==> src/rtl/nubus_pkg.sv <==
// NuBus master shared types: sequencer states and final-status codes.
// Latency: n/a (types and constants only).
// Backpressure: n/a.
package nubus_pkg;

  typedef enum logic [2:0] {
    IDLE,
    ARB,
    ARBDN,
    ADDR,
    DATA,
    NULL,
    END
  } nub_state_e;

  localparam logic [1:0] ST_OK    = 2'b00;
  localparam logic [1:0] ST_ERR   = 2'b01;
  localparam logic [1:0] ST_TMO   = 2'b10;
  localparam logic [1:0] ST_RETRY = 2'b11;

endpackage

==> src/rtl/nubus_wdt.sv <==
// Data-phase watchdog: counts clocks while enabled and flags when bit WDT_W sets.
// Latency: fire_o rises 2**WDT_W clocks after en_i first samples high.
// Backpressure: none; the counter clears the clock after en_i drops.
module nubus_wdt #(
  parameter int WDT_W = 8
) (
  input  logic clk_i,
  input  logic rst_i,
  input  logic en_i,
  output logic fire_o
);

  logic [WDT_W:0] cnt_q;
  logic [WDT_W:0] cnt_d;

  // Count while enabled, hold once fired, restart from zero when disabled
  always_comb begin
    cnt_d = '0;
    if (en_i) begin
      cnt_d = cnt_q[WDT_W] ? cnt_q : cnt_q + 1'b1;
    end
  end

  // Counter register with synchronous reset
  always_ff @(posedge clk_i) begin
    if (rst_i) begin
      cnt_q <= '0;
    end else begin
      cnt_q <= cnt_d;
    end
  end

  assign fire_o = cnt_q[WDT_W];

endmodule

==> src/rtl/nubus_master_seq.sv <==
// NuBus master sequencer: arbitration, address, block data beats, NULL-ATTN, status decode.
// Latency: all outputs registered; they follow the state entered on each nub_clkn edge.
// Backpressure: holds ARBDN until granted and the bus is free; DATA ends on ACK or watchdog.
// Optional: define NUBUS_MASTER_RETRY_EN to re-run try-again transfers up to 2**RETRY_W-1 times.
module nubus_master_seq
  import nubus_pkg::*;
#(
  parameter int WDT_W   = 8,
  parameter int BLK_W   = 3,
  parameter int RETRY_W = 4
) (
  input  logic             nub_clkn,
  input  logic             nub_reset,
  input  logic             nub_rqstn,
  input  logic             nub_startn,
  input  logic             nub_ackn,
  input  logic             nub_tm0n,
  input  logic             nub_tm1n,
  input  logic             arb_grant,
  input  logic             cpu_req,
  input  logic             cpu_lock,
  input  logic [BLK_W-1:0] cpu_blk_len,
  output logic             mst_arbcyn_o,
  output logic             mst_arbdn_o,
  output logic             mst_busyn_o,
  output logic             mst_ownern_o,
  output logic             mst_adrcyn_o,
  output logic             mst_dtacyn_o,
  output logic             mst_lockedn_o,
  output logic             mst_beat_o,
  output logic [BLK_W-1:0] mst_beat_idx_o,
  output logic             mst_done_o,
  output logic [1:0]       mst_status_o,
  output logic             mst_timeout_o
);

  nub_state_e       state_q, state_d;
  logic             lock_q, lock_d;
  logic [BLK_W-1:0] len_q, len_d;
  logic [BLK_W-1:0] idx_q, idx_d;
  logic [BLK_W-1:0] beat_idx_q, beat_idx_d;
  logic             locked_q, locked_d;
  logic             busy_q, busy_d;
  logic [1:0]       status_q, status_d;
  logic             beat_q, beat_d;
  logic             tmo_q, tmo_d;
  logic             arbcyn_q, arbdnn_q, ownern_q, adrcyn_q, dtacyn_q, done_q;
  logic             fin;
  logic [1:0]       fin_st;
  logic             wdt_en;
  logic             wdt_fire;

`ifdef NUBUS_MASTER_RETRY_EN
  localparam logic [RETRY_W-1:0] RETRY_MAX = '1;
  logic [RETRY_W-1:0] retry_q, retry_d;
`endif

  // The watchdog runs from the first DATA clock, so it fires on DATA clock 2**WDT_W
  assign wdt_en = (state_d == DATA);

  nubus_wdt #(.WDT_W(WDT_W)) u_wdt (
    .clk_i  (nub_clkn),
    .rst_i  (nub_reset),
    .en_i   (wdt_en),
    .fire_o (wdt_fire)
  );

  // Next-state, bus monitor and data-phase decode
  always_comb begin
    state_d    = state_q;
    lock_d     = lock_q;
    len_d      = len_q;
    idx_d      = idx_q;
    beat_idx_d = beat_idx_q;
    locked_d   = locked_q;
    status_d   = status_q;
    beat_d     = 1'b0;
    tmo_d      = 1'b0;
    fin        = 1'b0;
    fin_st     = ST_OK;
`ifdef NUBUS_MASTER_RETRY_EN
    retry_d    = retry_q;
`endif
    // A START we did not drive marks a foreign transaction until its ACK
    busy_d = busy_q;
    if (!nub_startn && nub_ackn && !(state_q == ADDR || state_q == NULL)) begin
      busy_d = 1'b1;
    end else if (!nub_ackn || wdt_fire) begin
      busy_d = 1'b0;
    end

    case (state_q)
      IDLE: begin
        if (cpu_req && nub_rqstn) begin
          state_d = ARB;
          lock_d  = cpu_lock;
          len_d   = cpu_blk_len;
          idx_d   = '0;
`ifdef NUBUS_MASTER_RETRY_EN
          retry_d = '0;
`endif
        end
      end
      ARB: begin
        // A START during the settle delay restarts it
        if (nub_startn) begin
          state_d = ARBDN;
        end
      end
      ARBDN: begin
        if (arb_grant && ((!busy_q && nub_startn) || (busy_q && !nub_ackn))) begin
          state_d = ADDR;
          if (lock_q) begin
            locked_d = 1'b1;
          end
        end
      end
      ADDR: state_d = DATA;
      DATA: begin
        // ACK beats the watchdog; an ACK before the last beat is an early end
        if (!nub_ackn) begin
          fin        = 1'b1;
          fin_st     = (idx_q < len_q) ? ST_ERR : {~nub_tm1n, ~nub_tm0n};
          beat_d     = 1'b1;
          beat_idx_d = idx_q;
        end else if (wdt_fire) begin
          fin    = 1'b1;
          fin_st = ST_TMO;
          tmo_d  = 1'b1;
        end else if (!nub_tm0n && (idx_q < len_q)) begin
          beat_d     = 1'b1;
          beat_idx_d = idx_q;
          idx_d      = idx_q + 1'b1;
        end
        if (fin) begin
          status_d = fin_st;
          state_d  = lock_q ? NULL : END;
`ifdef NUBUS_MASTER_RETRY_EN
          if (fin_st == ST_RETRY && retry_q != RETRY_MAX) begin
            state_d = ARB;
            retry_d = retry_q + 1'b1;
            idx_d   = '0;
          end
`endif
        end
      end
      NULL: begin
        state_d  = END;
        locked_d = 1'b0;
      end
      END:     state_d = IDLE;
      default: state_d = IDLE;
    endcase
  end

  // State, counters and registered bus-control outputs
  always_ff @(posedge nub_clkn) begin
    if (nub_reset) begin
      state_q    <= IDLE;
      lock_q     <= 1'b0;
      len_q      <= '0;
      idx_q      <= '0;
      beat_idx_q <= '0;
      locked_q   <= 1'b0;
      busy_q     <= 1'b0;
      status_q   <= ST_OK;
      beat_q     <= 1'b0;
      tmo_q      <= 1'b0;
      arbcyn_q   <= 1'b1;
      arbdnn_q   <= 1'b1;
      ownern_q   <= 1'b1;
      adrcyn_q   <= 1'b1;
      dtacyn_q   <= 1'b1;
      done_q     <= 1'b0;
`ifdef NUBUS_MASTER_RETRY_EN
      retry_q    <= '0;
`endif
    end else begin
      state_q    <= state_d;
      lock_q     <= lock_d;
      len_q      <= len_d;
      idx_q      <= idx_d;
      beat_idx_q <= beat_idx_d;
      locked_q   <= locked_d;
      busy_q     <= busy_d;
      status_q   <= status_d;
      beat_q     <= beat_d;
      tmo_q      <= tmo_d;
      arbcyn_q   <= !(state_d == ARB || state_d == ARBDN);
      arbdnn_q   <= (state_d != ARBDN);
      ownern_q   <= !(state_d == ADDR || state_d == DATA || state_d == NULL);
      adrcyn_q   <= !(state_d == ADDR || state_d == NULL);
      dtacyn_q   <= (state_d != DATA);
      done_q     <= (state_d == END);
`ifdef NUBUS_MASTER_RETRY_EN
      retry_q    <= retry_d;
`endif
    end
  end

  assign mst_arbcyn_o   = arbcyn_q;
  assign mst_arbdn_o    = arbdnn_q;
  assign mst_busyn_o    = ~busy_q;
  assign mst_ownern_o   = ownern_q;
  assign mst_adrcyn_o   = adrcyn_q;
  assign mst_dtacyn_o   = dtacyn_q;
  assign mst_lockedn_o  = ~locked_q;
  assign mst_beat_o     = beat_q;
  assign mst_beat_idx_o = beat_idx_q;
  assign mst_done_o     = done_q;
  assign mst_status_o   = status_q;
  assign mst_timeout_o  = tmo_q;

endmodule

==> config.mk <==
export PLATFORM = sky130hd
export DESIGN_NAME = nubus_master_seq
export DESIGN_NICKNAME = d
export VERILOG_FILES = /design/src/rtl/nubus_pkg.sv /design/src/rtl/nubus_wdt.sv /design/src/rtl/nubus_master_seq.sv
export SDC_FILE = /design/constraint.sdc
export NUM_CORES = 1
export LEC_CHECK = 0
export ABC_AREA = 0
export CELL_PAD_IN_SITES_DETAIL_PLACEMENT = 0
export CELL_PAD_IN_SITES_GLOBAL_PLACEMENT = 1
export CORE_MARGIN = 4
export CORE_UTILIZATION = 41
export DETAILED_ROUTE_END_ITERATION = 6
export PLACE_DENSITY_LB_ADDON = 0.25
export SLEW_MARGIN = 0
export SYNTH_ARGS = -nofsm -noshare
export SYNTH_HDL_FRONTEND = slang
export SYNTH_SLANG_ARGS = --single-unit
==> constraint.sdc <==
create_clock -name nub_clkn -period 2.9 [get_ports nub_clkn]
set_input_delay 0.725 -clock nub_clkn [delete_from_list [all_inputs] [get_ports nub_clkn]]
set_output_delay 0.725 -clock nub_clkn [all_outputs]
set_load 0.01 [all_outputs]
Word-level counts from Yosys, hierarchy flattened
Index checks and enable logic that the tools add are counted.
{"block": "classes", "addsub": 2, "magnitude_cmp": 1, "eq_ne": 21, "n_mux": 29, "n_bitwise": 7, "reduce_logical": 34}
{"cell": "2-to-1 mux 3 bit", "count": 11}
{"cell": "case mux 3 bit (6 select lines)", "count": 1}
{"cell": "equality test 3 bit (second input constant)", "count": 5}
{"cell": "!= test 2 bit (second input constant)", "count": 7}
{"cell": "equality test 3 x 2 -> 1 bit (second input constant)", "count": 4}
{"cell": "2-to-1 mux 1 bit", "count": 10}
{"cell": "adder 9 x 1 -> 9 bit (second input constant)", "count": 1}
{"cell": "2-to-1 mux 9 bit", "count": 1}
{"cell": "logical NOT 1 bit", "count": 8}
{"cell": "2-to-1 mux 2 bit", "count": 4}
{"cell": "logical AND 1 bit", "count": 7}
{"cell": "logical OR 1 bit", "count": 7}
{"cell": "NOT 1 bit", "count": 7}
{"cell": "equality test 3 x 1 -> 1 bit (second input constant)", "count": 2}
{"cell": "case mux 3 bit (2 select lines)", "count": 1}
{"cell": "AND reduction 3 bit", "count": 2}
{"cell": "nonzero test 2 bit", "count": 3}
{"cell": "AND reduction 5 bit", "count": 1}
{"cell": "AND reduction 2 bit", "count": 2}
{"cell": "OR reduction 2 bit", "count": 2}
{"cell": "adder 3 x 1 -> 3 bit (second input constant)", "count": 1}
{"cell": "logical NOT 3 bit", "count": 1}
{"cell": "less-than comparator 3 bit", "count": 1}
{"cell": "!= test 3 x 2 -> 1 bit (second input constant)", "count": 1}
{"cell": "other kinds (4)", "count": 4}
{"block": "word_totals", "register_bits": 34, "inputBits": 13, "output_inout_bits": 15}

Logic depth before layout (Yosys ltp)
Gate-level depths: netlist of the first run.
{"block": "logic_depth", "ltp_word": 10, "ltp_mapped": 7}

Cells and area by module
From an unflattened synthesis of the first run, not the netlist that was laid out.
{"block": "unflattened", "cells_unflattened": 162, "area_unflattened_um2": 1567.8}
{"module": "nubus_master_seq", "n_inst": 1, "cells_each": 120, "area_each_um2": 1154.9, "seq_area_each_um2": 500.5}
{"module": "nubus_wdt", "n_inst": 1, "cells_each": 42, "area_each_um2": 412.9, "seq_area_each_um2": 180.2}

Worst setup path after synthesis of the first run
OpenSTA, ideal clock, no wires.
{"block": "synth_path", "kind": "reg2reg", "start": "reg len_q[2]", "end": "reg idx_q[2]", "setup_time_ns": 0.121, "arrival_ns": 1.726, "required_ns": 2.779, "slack_ns": 1.053, "path_stages_with_launch": 8, "cell_sequence": "dfxtp_1 > inv_1 > ha_1 > a21oi_1 > o21ai_1 > o31a_1 > nor3b_1 > mux2_2"}
{"block": "synth_between", "elab_chain_cells": 4}
{"item": "start: declaration", "line": "nubus_master_seq.sv:39", "rtl": "logic [BLK_W-1:0] len_q, len_d;"}
{"item": "start signal: assignment", "line": "nubus_master_seq.sv:181", "rtl": "len_q <= len_d;"}
{"item": "less-than comparator 3 bit", "line": "nubus_master_seq.sv:130", "rtl": "end else if (!nub_tm0n && (idx_q < len_q)) begin"}
{"item": "logical AND 1 bit", "line": "nubus_master_seq.sv:130"}
{"item": "!= test 2 bit (no source line)"}
{"item": "AND reduction 5 bit (no source line)"}
{"item": "end signal: assignment", "line": "nubus_master_seq.sv:182", "rtl": "idx_q <= idx_d;"}
{"item": "end: declaration", "line": "nubus_master_seq.sv:40", "rtl": "logic [BLK_W-1:0] idx_q, idx_d;"}
No other way between the ends.
A chain may end at the register's enable or synchronous reset.

Final worst setup path of the first run
{"block": "layout_path", "start": "in nub_startn", "end": "reg adrcyn_q (netlist: mst_adrcyn_o)"}
{"block": "layout_between", "elab_chain_cells": 8, "word_cells_on_any_way": 10, "cone_classes": "eq/ne (2); mux (3); reduce/logical (5)"}
{"item": "start: declaration", "line": "nubus_master_seq.sv:15", "rtl": "input logic nub_startn,"}
{"item": "logical AND 1 bit", "line": "nubus_master_seq.sv:111", "rtl": "if (arb_grant && ((!busy_q && nub_startn) || (busy_q && !nub_ackn))) begin"}
{"item": "logical OR 1 bit", "line": "nubus_master_seq.sv:111"}
{"item": "logical AND 1 bit", "line": "nubus_master_seq.sv:111"}
{"item": "2-to-1 mux 3 bit", "line": "nubus_master_seq.sv:111"}
{"item": "case mux 3 bit (6 select lines) (*)", "line": "nubus_master_seq.sv:92", "rtl": "case (state_q)"}
{"item": "equality test 3 x 2 -> 1 bit or equality test 3 bit (tied branches)", "line": "nubus_master_seq.sv:192", "rtl": "adrcyn_q <= !(state_d == ADDR || state_d == NULL);"}
{"item": "logical OR 1 bit (*)", "line": "nubus_master_seq.sv:192"}
{"item": "logical NOT 1 bit (*)", "line": "nubus_master_seq.sv:192"}
{"item": "end signal: assignment", "line": "nubus_master_seq.sv:192"}
{"item": "end: declaration", "line": "nubus_master_seq.sv:47", "rtl": "logic arbcyn_q, arbdnn_q, ownern_q, adrcyn_q, dtacyn_q, done_q;"}
Every way passes the cells marked *; elsewhere a longest branch is shown, timed or not.

==> parameters.txt, run 1 <==
Parameter                              Value

Yosys
  Adder-cell share of the synthesized area    0.03257
  Post-Syn Instances    between 150 and 200
  Share of synthesized registers carrying an async set or reset    0
  Number of enable flip-flop cells after synthesis    0
  Largest family of logic cells by synthesized area    simple AND/OR/NAND/NOR gates
  Complex-gate fraction of the synthesized area    0.1156
  Mapped Avg Cell Area    approximately 8.9 µm²
  Mux cell area share after synthesis    0.05945
  Unique cell type count in the Yosys netlist    35
  Flop and latch count out of synthesis    34
  XOR/XNOR share of the synthesized area    0.04560
  Count of warnings emitted by yosys    0
  Top flip-flop cell by instance count after synthesis    sky130_fd_sc_hd__dfxtp_1
  Post-Synth Simple-Gate Area    0.2638
  Synthesized netlist net count    190
  Netlist area before placement    1536 µm²
  Sequential cell area fraction in the yosys report    0.4430

Drt
  DR WL/cell    ~13 µm
  Initial DRT Pass Iterations    4
  Vias per cell    roughly 5.1
  Total vias in the final route    between 1k and 1.5k
  Number of DRC violations after detailed routing    0
  Drt first-iter violations    85
  Final wirelength    ~3100 µm
  Number of nets with antenna violations after routing    0

Flow run
  Number of violations of the max-capacitance limit    0

Final layout
  Synthesis-to-finish area growth    26.22%
  N_diodes    0
  Most used cells in the layout excluding fill and tap cells    sky130_fd_sc_hd__dfxtp_1 (34), sky130_fd_sc_hd__clkdlybuf4s50_1 (27), sky130_fd_sc_hd__nor2_1 (26)
  Share of final-layout standard cells stronger than drive strength 1    0.07389
  Net count, final    roughly 220
  Most common library cell in the layout ignoring fill and taps    sky130_fd_sc_hd__dfxtp_1
  Flip-flop and latch area    between 600 and 700 µm²
  Multi-input logic area    794.5 µm²
  Count of fill cells added during filler insertion    336

Placement
  Routability Congestion    0.8177
  I/O Buffers    27
  Detailed placer's ending HPWL    around 2400 µm
  Post-placement setup slack    approximately 0.27 ns

Worst setup path
  Crit Reg-Reg Startpoint    len_q[2]
  Arrival time at the worst endpoint    roughly 2.5 ns
  Critical path fanouts, max    5
  Crit path required time    3.06 ns
  Critical path class    in -> reg
  Top Family by Delay on Critical Path    simple AND/OR/NAND/NOR gates
  Number of cells on the worst reg-to-reg path    7
  Largest stage delay, worst path    0.53 ns
  Setup crit end kind    flop
  Chain of cells forming the critical path    clkdlybuf4s50_1 > nand2b_1 > a2111oi_2 > and3b_1 > nor3_1 > nand2_1
  Setup crit start    nub_startn
  Number of cells on the critical path    6
  Reg-to-Reg End    idx_q[2]
  Worst setup SP type    input port
  Slowest cell on crit path    sky130_fd_sc_hd__clkdlybuf4s50_1
  Worst setup endpoint    mst_adrcyn_o
  FF-to-FF setup slack    about 0.88 ns
  Crit path buf inv count    1

STA
  Unrepaired setup endpoints after global routing    no
  Largest clock skew in the final design    roughly 0.0027 ns
  Number of max-slew violations in the final report    0
  Total count of hold-check failures in the final report    0
  Timing-limited maximum frequency    between 0.4 and 0.5 GHz
  Worst hold slack across all endpoints    0.4854 ns
  Tmin final    between 2 and 2.5 ns
  Post-route fraction of the period consumed by the critical path    0.7983
  Worst setup margin    a little under 0.6 ns
  Actual transition at the worst max-transition pin    around 0.55 ns
  Aggregate negative setup slack    0 ns
  Finish-stage setup viols    0
  Max-slew headroom at the worst pin    0.6301

Die
  Die Width    69.22 µm
  FP Rows    21
  Die height    about 70 µm
  I/O pin count    28
  Starting density of the core    0.4430
  Area of the core    ~3500 µm²
  Die footprint    about 4800 µm²

Clock network
  Maximum buffer depth of the clock tree    2
  Clock tree from TritonCTS    done
  CTS HTree Levels    2
  CTS Root Cell    sky130_fd_sc_hd__clkbuf_8
  Post-CTS Setup Repair Bufs    0
  Number of buffers inserted for hold repair after clock tree synthesis    0
  CTS clk-pin slew, worst paths    about 0.060 ns
  Sink Count    34
  Clock buffer count from CTS    5
  Clock latency at the later pin of the worst-skew pair    0.28 ns
  Resized cells post-CTS    0

Global route
  Antenna violations before repair    0
  Via count of the first global-routing pass    approximately 1.3k
  Global-route wire length before repair    between 5000 and 6000 µm
  GR Util All Layers    0.1474
  Total congestion overflow    0
  Maximum number of pins on one net before global-route repair    16

Pwr
  LEAKAGE    a little over 0.7 nW
  Peak VDD IR    a little under 300 µV
  Total power density per cell area    between 400 and 500 nW/µm²

Status
  Result of the run    completed

Min path
  Worst Hold Path Cells    2
  Type of the tightest min-delay check    reg -> reg
==> cells by family (layout without fill, tap and decap cells) <==
group	after synthesis	in the layout
muxes	9	9
AOI/OAI and AO/OA	25	25
buffers and inverters	15	45
and+or+nand+nor	78	78
DFF	34	34
xor gates and xnor gates	8	8
adders and majority gates	4	4
==> state kept, by name (all words and copies together), names as in the netlist, 2 cells and up <==
signal          count
mst_beat_idx_o      3
state_q             3
u_wdt.cnt_q         9
len_q               3
mst_status_o        2
idx_q               3
==> synth_stat cells, drive strengths merged (5+ instances only) <==
master,n,area share
nand3,5,0.020
nor2b,7,0.029
nor2,26,0.064
dfxtp,34,0.44
xor2,6,0.034
o21ai,8,0.026
a21oi,8,0.026
nand2b,6,0.024
mux2i,8,0.052
inv,8,0.020
nor3,8,0.026
nand2,12,0.029
==> per-layer routing <==
| layer | part of all wire | global-route usage | vias to the layer above |
|---|---|---|---|
| li1 | - | - | 648 |
| met1 | 0.44 | 0.1716 | 595 |
| met2 | 0.49 | 0.2394 | 30 |
| met3 | 0.056 | 0.05797 | 6 |
| met4 | 0.016 | 0.06291 | 0 |
| met5 | 0 | 0 | - |
==> power breakdown <==
group          switching, mW  internal, mW  total [mW]
Sequential            0.0109         0.476       0.487
Combinational         0.0427        0.0428      0.0854
Clock                  0.160         0.191       0.351
Total                  0.214         0.710       0.924
==> layout make-up <==
| cell class | count | share of cell area |
|---|---|---|
| multi-input cells | 124 | 0.4097 |
| flip-flops and latches | 34 | 0.3510 |
| clock buffers | 7 | 0.04452 |
| inverters | 8 | 0.01548 |
| clock inverters | 1 | 0.002581 |
| well taps | 46 | 0.02968 |
| repair buffers | 29 | 0.1471 |
==> per-stage QoR <==
| stage | power [mW] | area [µm²] | util | std cells |
|---|---|---|---|---|
| finish | 0.9238 | 1939 | 0.5592 | 249 |
| floorplan | 0.5430 | 1536 | - | 173 |
| CTS | 0.9345 | 1939 | 0.5592 | 249 |
| detailed placement | 0.5830 | 1848 | 0.5328 | 241 |
| global placement | 0.5814 | 1848 | 0.5328 | 241 |
| global route | 0.9637 | 1939 | 0.5592 | 249 |
==> how the worst min path moves through the flow <==
stage	startpoint	endpoint	slack, ns
2_1_floorplan	len_q[0]	len_q[0]	0.45
3_3_place_gp	mst_status_o[0]	mst_status_o[0]	0.46
3_5_place_dp	mst_status_o[0]	mst_status_o[0]	0.47
4_1_cts	mst_status_o[0]	mst_status_o[0]	0.48
5_1_grt	u_wdt.cnt_q[7]	u_wdt.cnt_q[8]	0.52
6_report	mst_status_o[0]	mst_status_o[0]	0.49
==> worst min-delay path: stages (launching register included) <==
cell	delay, ns
sky130_fd_sc_hd__dfxtp_1	0.31
sky130_fd_sc_hd__o21ai_0	0.07
sky130_fd_sc_hd__a21oi_1	0.06
Note: power is estimated with default switching activity, not from simulation.
==> run 2, diff against run 1 <==
--- a/config.mk
+++ b/config.mk
@@ -9,7 +9,7 @@
 export CELL_PAD_IN_SITES_DETAIL_PLACEMENT = 0
 export CELL_PAD_IN_SITES_GLOBAL_PLACEMENT = 1
 export CORE_MARGIN = 4
-export CORE_UTILIZATION = 41
+export CORE_UTILIZATION = 35
 export DETAILED_ROUTE_END_ITERATION = 6
 export PLACE_DENSITY_LB_ADDON = 0.25
 export SLEW_MARGIN = 0
==> constraint.sdc (replaced) <==
create_clock -name nub_clkn -period 2 [get_ports nub_clkn]
set_input_delay 0.5 -clock nub_clkn [delete_from_list [all_inputs] [get_ports nub_clkn]]
set_output_delay 0.5 -clock nub_clkn [all_outputs]
set_load 0.01 [all_outputs]
==> run 2 against run 1 <==
  * Critical path type unchanged
  * Hold slack worse by 0.0023 ns
  * Cell count is 6.8% higher
  * Die area is 15% higher
  * Critical endpoint is now u_wdt.cnt_q[3]
==> parameters.txt, run 2 (same netlist as run 1, synthesis figures left out) <==
Parameter                              Value

Drt
  Number of DRC violations after detailed routing    0 (unchanged)
  Initial DRT Pass Iterations    4 (unchanged)
  DR WL/cell    12.85 µm (+1.9%)
  Total vias in the final route    1,314 (+2.7%)
  Number of nets with antenna violations after routing    0 (unchanged)
  Vias per cell    4.940 (-3.8%)
  Drt first-iter violations    66 (-22%)
  Final wirelength    3418 µm (+8.8%)

STA
  Number of max-slew violations in the final report    0 (unchanged)
  Max-slew headroom at the worst pin    0.7290 (+0.09895)
  Finish-stage setup viols    0 (unchanged)
  Tmin final    around 1.9 ns
  Post-route fraction of the period consumed by the critical path    0.9404
  Total count of hold-check failures in the final report    0 (unchanged)
  Largest clock skew in the final design    0.006750 ns (+0.004075 ns)
  Unrepaired setup endpoints after global routing    no
  Timing-limited maximum frequency    ~0.53 GHz
  Actual transition at the worst max-transition pin    0.4051 ns (-0.1461 ns)
  Worst setup margin    0.1192 ns (-0.4657 ns)

Pwr
  LEAKAGE    0.7968 nW (+9.7%)
  Final Power    1.339 mW (+45%)
  Share of total power consumed by net switching    0.2258 (-0.005765)
  Internal power of the cells    1.037 mW (+46%)
  Proportion of power drawn by combinational gates    0.117 (+0.025)
  Peak VDD IR    272.0 µV (-6.3%)
  Portion of total power attributed to sequential cells    0.520 (-0.007)
  Fraction of power consumed by the clock network    0.363 (-0.017)
  Total power density per cell area    653.1 nW/µm² (+37%)
  Switching pwr    0.3024 mW (+41%)

Global route
  Total congestion overflow    0 (unchanged)
  Via count of the first global-routing pass    1,330 (+0.91%)
  Global-route wire length before repair    5871 µm (+2.8%)
  GR Util All Layers    0.1384 (-0.009043)
  Gr busiest metal    met2
  Met3 usage in global routing    0.04595 (-0.01203)
  Met1 Use GR    0.1539 (-0.01767)
  Maximum number of pins on one net before global-route repair    15 (-1)
  Antenna violations before repair    0 (unchanged)
  Met2 demand-to-capacity share in global routing    0.2441 (+0.004688)

Worst setup path
  Critical path fanouts, max    10 (+5)
  Setup crit end kind    flop
  Arrival time at the worst endpoint    2.05 ns (-0.43 ns)
  Crit path required time    2.17 ns (-0.89 ns)
  Critical path class    in -> reg
  FF-to-FF setup slack    0.15 ns (-0.73 ns)
  Worst setup SP type    input port

Final layout
  Most used cells in the layout excluding fill and tap cells    sky130_fd_sc_hd__dfxtp_1 (34), sky130_fd_sc_hd__clkdlybuf4s50_1 (27), sky130_fd_sc_hd__nor2_1 (26)
  Share of final-layout standard cells stronger than drive strength 1    0.1389 (+0.06500)
  Net count, final    234 (+6.8%)
  Synthesis-to-finish area growth    33.47%
  Top register by number of flip-flops    u_wdt.cnt_q
  Non-filler instance count after layout    266 (+6.8%)
  N_diodes    0 (unchanged)
  Count of fill cells added during filler insertion    397 (+18%)
  Max FFs per register    9 (unchanged)
  Flip-flop and latch area    680.7 µm² (unchanged)
  Multi-input logic area    797.0 µm² (+0.31%)
  Most common library cell in the layout ignoring fill and taps    sky130_fd_sc_hd__dfxtp_1

Die
  Die height    74.26 µm (+7.3%)
  Area of the core    4115 µm² (+19%)
  Die Width    74.26 µm (+7.3%)
  FP Rows    23 (+9.5%)
  Die footprint    5514 µm² (+15%)
  I/O pin count    28 (unchanged)
  Starting density of the core    0.3734 (-0.06964)

Placement
  Post-placement setup slack    -0.1991 ns (-0.4680 ns)
  I/O Buffers    27 (unchanged)
  Placed cells    260 (+7.9%)
  Detailed placer's ending HPWL    2652 µm (+8.7%)
  Routability Congestion    0.7678 (-6.1%)

Clock network
  Resized cells post-CTS    0 (unchanged)
  CTS HTree Levels    2 (unchanged)
  Clock buffer count from CTS    5 (unchanged)
  Post-CTS Setup Repair Bufs    0 (unchanged)
  CTS clk-pin slew, worst paths    0.06 ns (about the same)
  Maximum buffer depth of the clock tree    2 (unchanged)
  CTS Root Cell    sky130_fd_sc_hd__clkbuf_8
  Sink Count    34 (unchanged)
  Number of buffers inserted for hold repair after clock tree synthesis    0 (unchanged)
  Clock latency at the later pin of the worst-skew pair    0.28 ns (about the same)
  Clock tree from TritonCTS    done

Min path
  Type of the tightest min-delay check    reg -> reg

Status
  Result of the run    completed

Flow run
  Number of violations of the max-capacitance limit    0 (unchanged)
==> run 2: cell type report <==
class,instances,share of cell area
multi-input cells,124,0.3887
clock buffers,6,0.04027
inverters,8,0.01464
repair buffers,44,0.1940
flip-flops and latches,34,0.3319
well taps,50,0.03051
==> run 2: per-layer routing <==
| metal | wire length, µm | up-vias | part of all wire |
|---|---|---|---|
| met5 | 0 | - | 0 |
| met4 | 70 | 0 | 0.020 |
| met3 | 195 | 8 | 0.057 |
| met2 | 1726 | 33 | 0.50 |
| met1 | 1424 | 594 | 0.42 |
| li1 | - | 679 | - |
==> run 2: power by group through the flow <==
stage	logic [mW]	registers, mW	clock network, mW
after floorplan	0.0735	0.714	0
after CTS	0.158	0.697	0.504
after detailed placement	0.157	0.712	0
after global placement	0.155	0.711	0
after global routing	0.171	0.698	0.532
final	0.156	0.697	0.486
==> run 2: per-stage QoR <==
| stage | hold WS, ns | utilization | instance area [µm²] | setup TNS [ns] |
|---|---|---|---|---|
| finish | 0.4830 | 0.4983 | 2051 | 0 |
| global route | 0.5236 | 0.4983 | 2051 | 0 |
| CTS | 0.4909 | 0.4977 | 2048 | 0 |
| detailed placement | 0.4758 | 0.4777 | 1966 | -2.454 |
| global placement | 0.4657 | 0.4777 | 1966 | -1.583 |
| floorplan | 0.4520 | - | 1536 | 0 |
==> run 2: worst paths after layout <==
path,cells past startpoint,from,endpoint
min reg2reg,2,len_q[0],len_q[0]
max,6,nub_ackn,u_wdt.cnt_q[3]
max reg2reg,7,len_q[2],idx_q[2]
min,2,len_q[0],len_q[0]
==> run 2: critical path, cell delays in order <==
cell	delay, ns
sky130_fd_sc_hd__clkdlybuf4s50_1	0.47
sky130_fd_sc_hd__nand2b_1	0.19
sky130_fd_sc_hd__a2111oi_2	0.35
sky130_fd_sc_hd__and3b_1	0.27
sky130_fd_sc_hd__nand3_2	0.18
sky130_fd_sc_hd__nor2_1	0.08
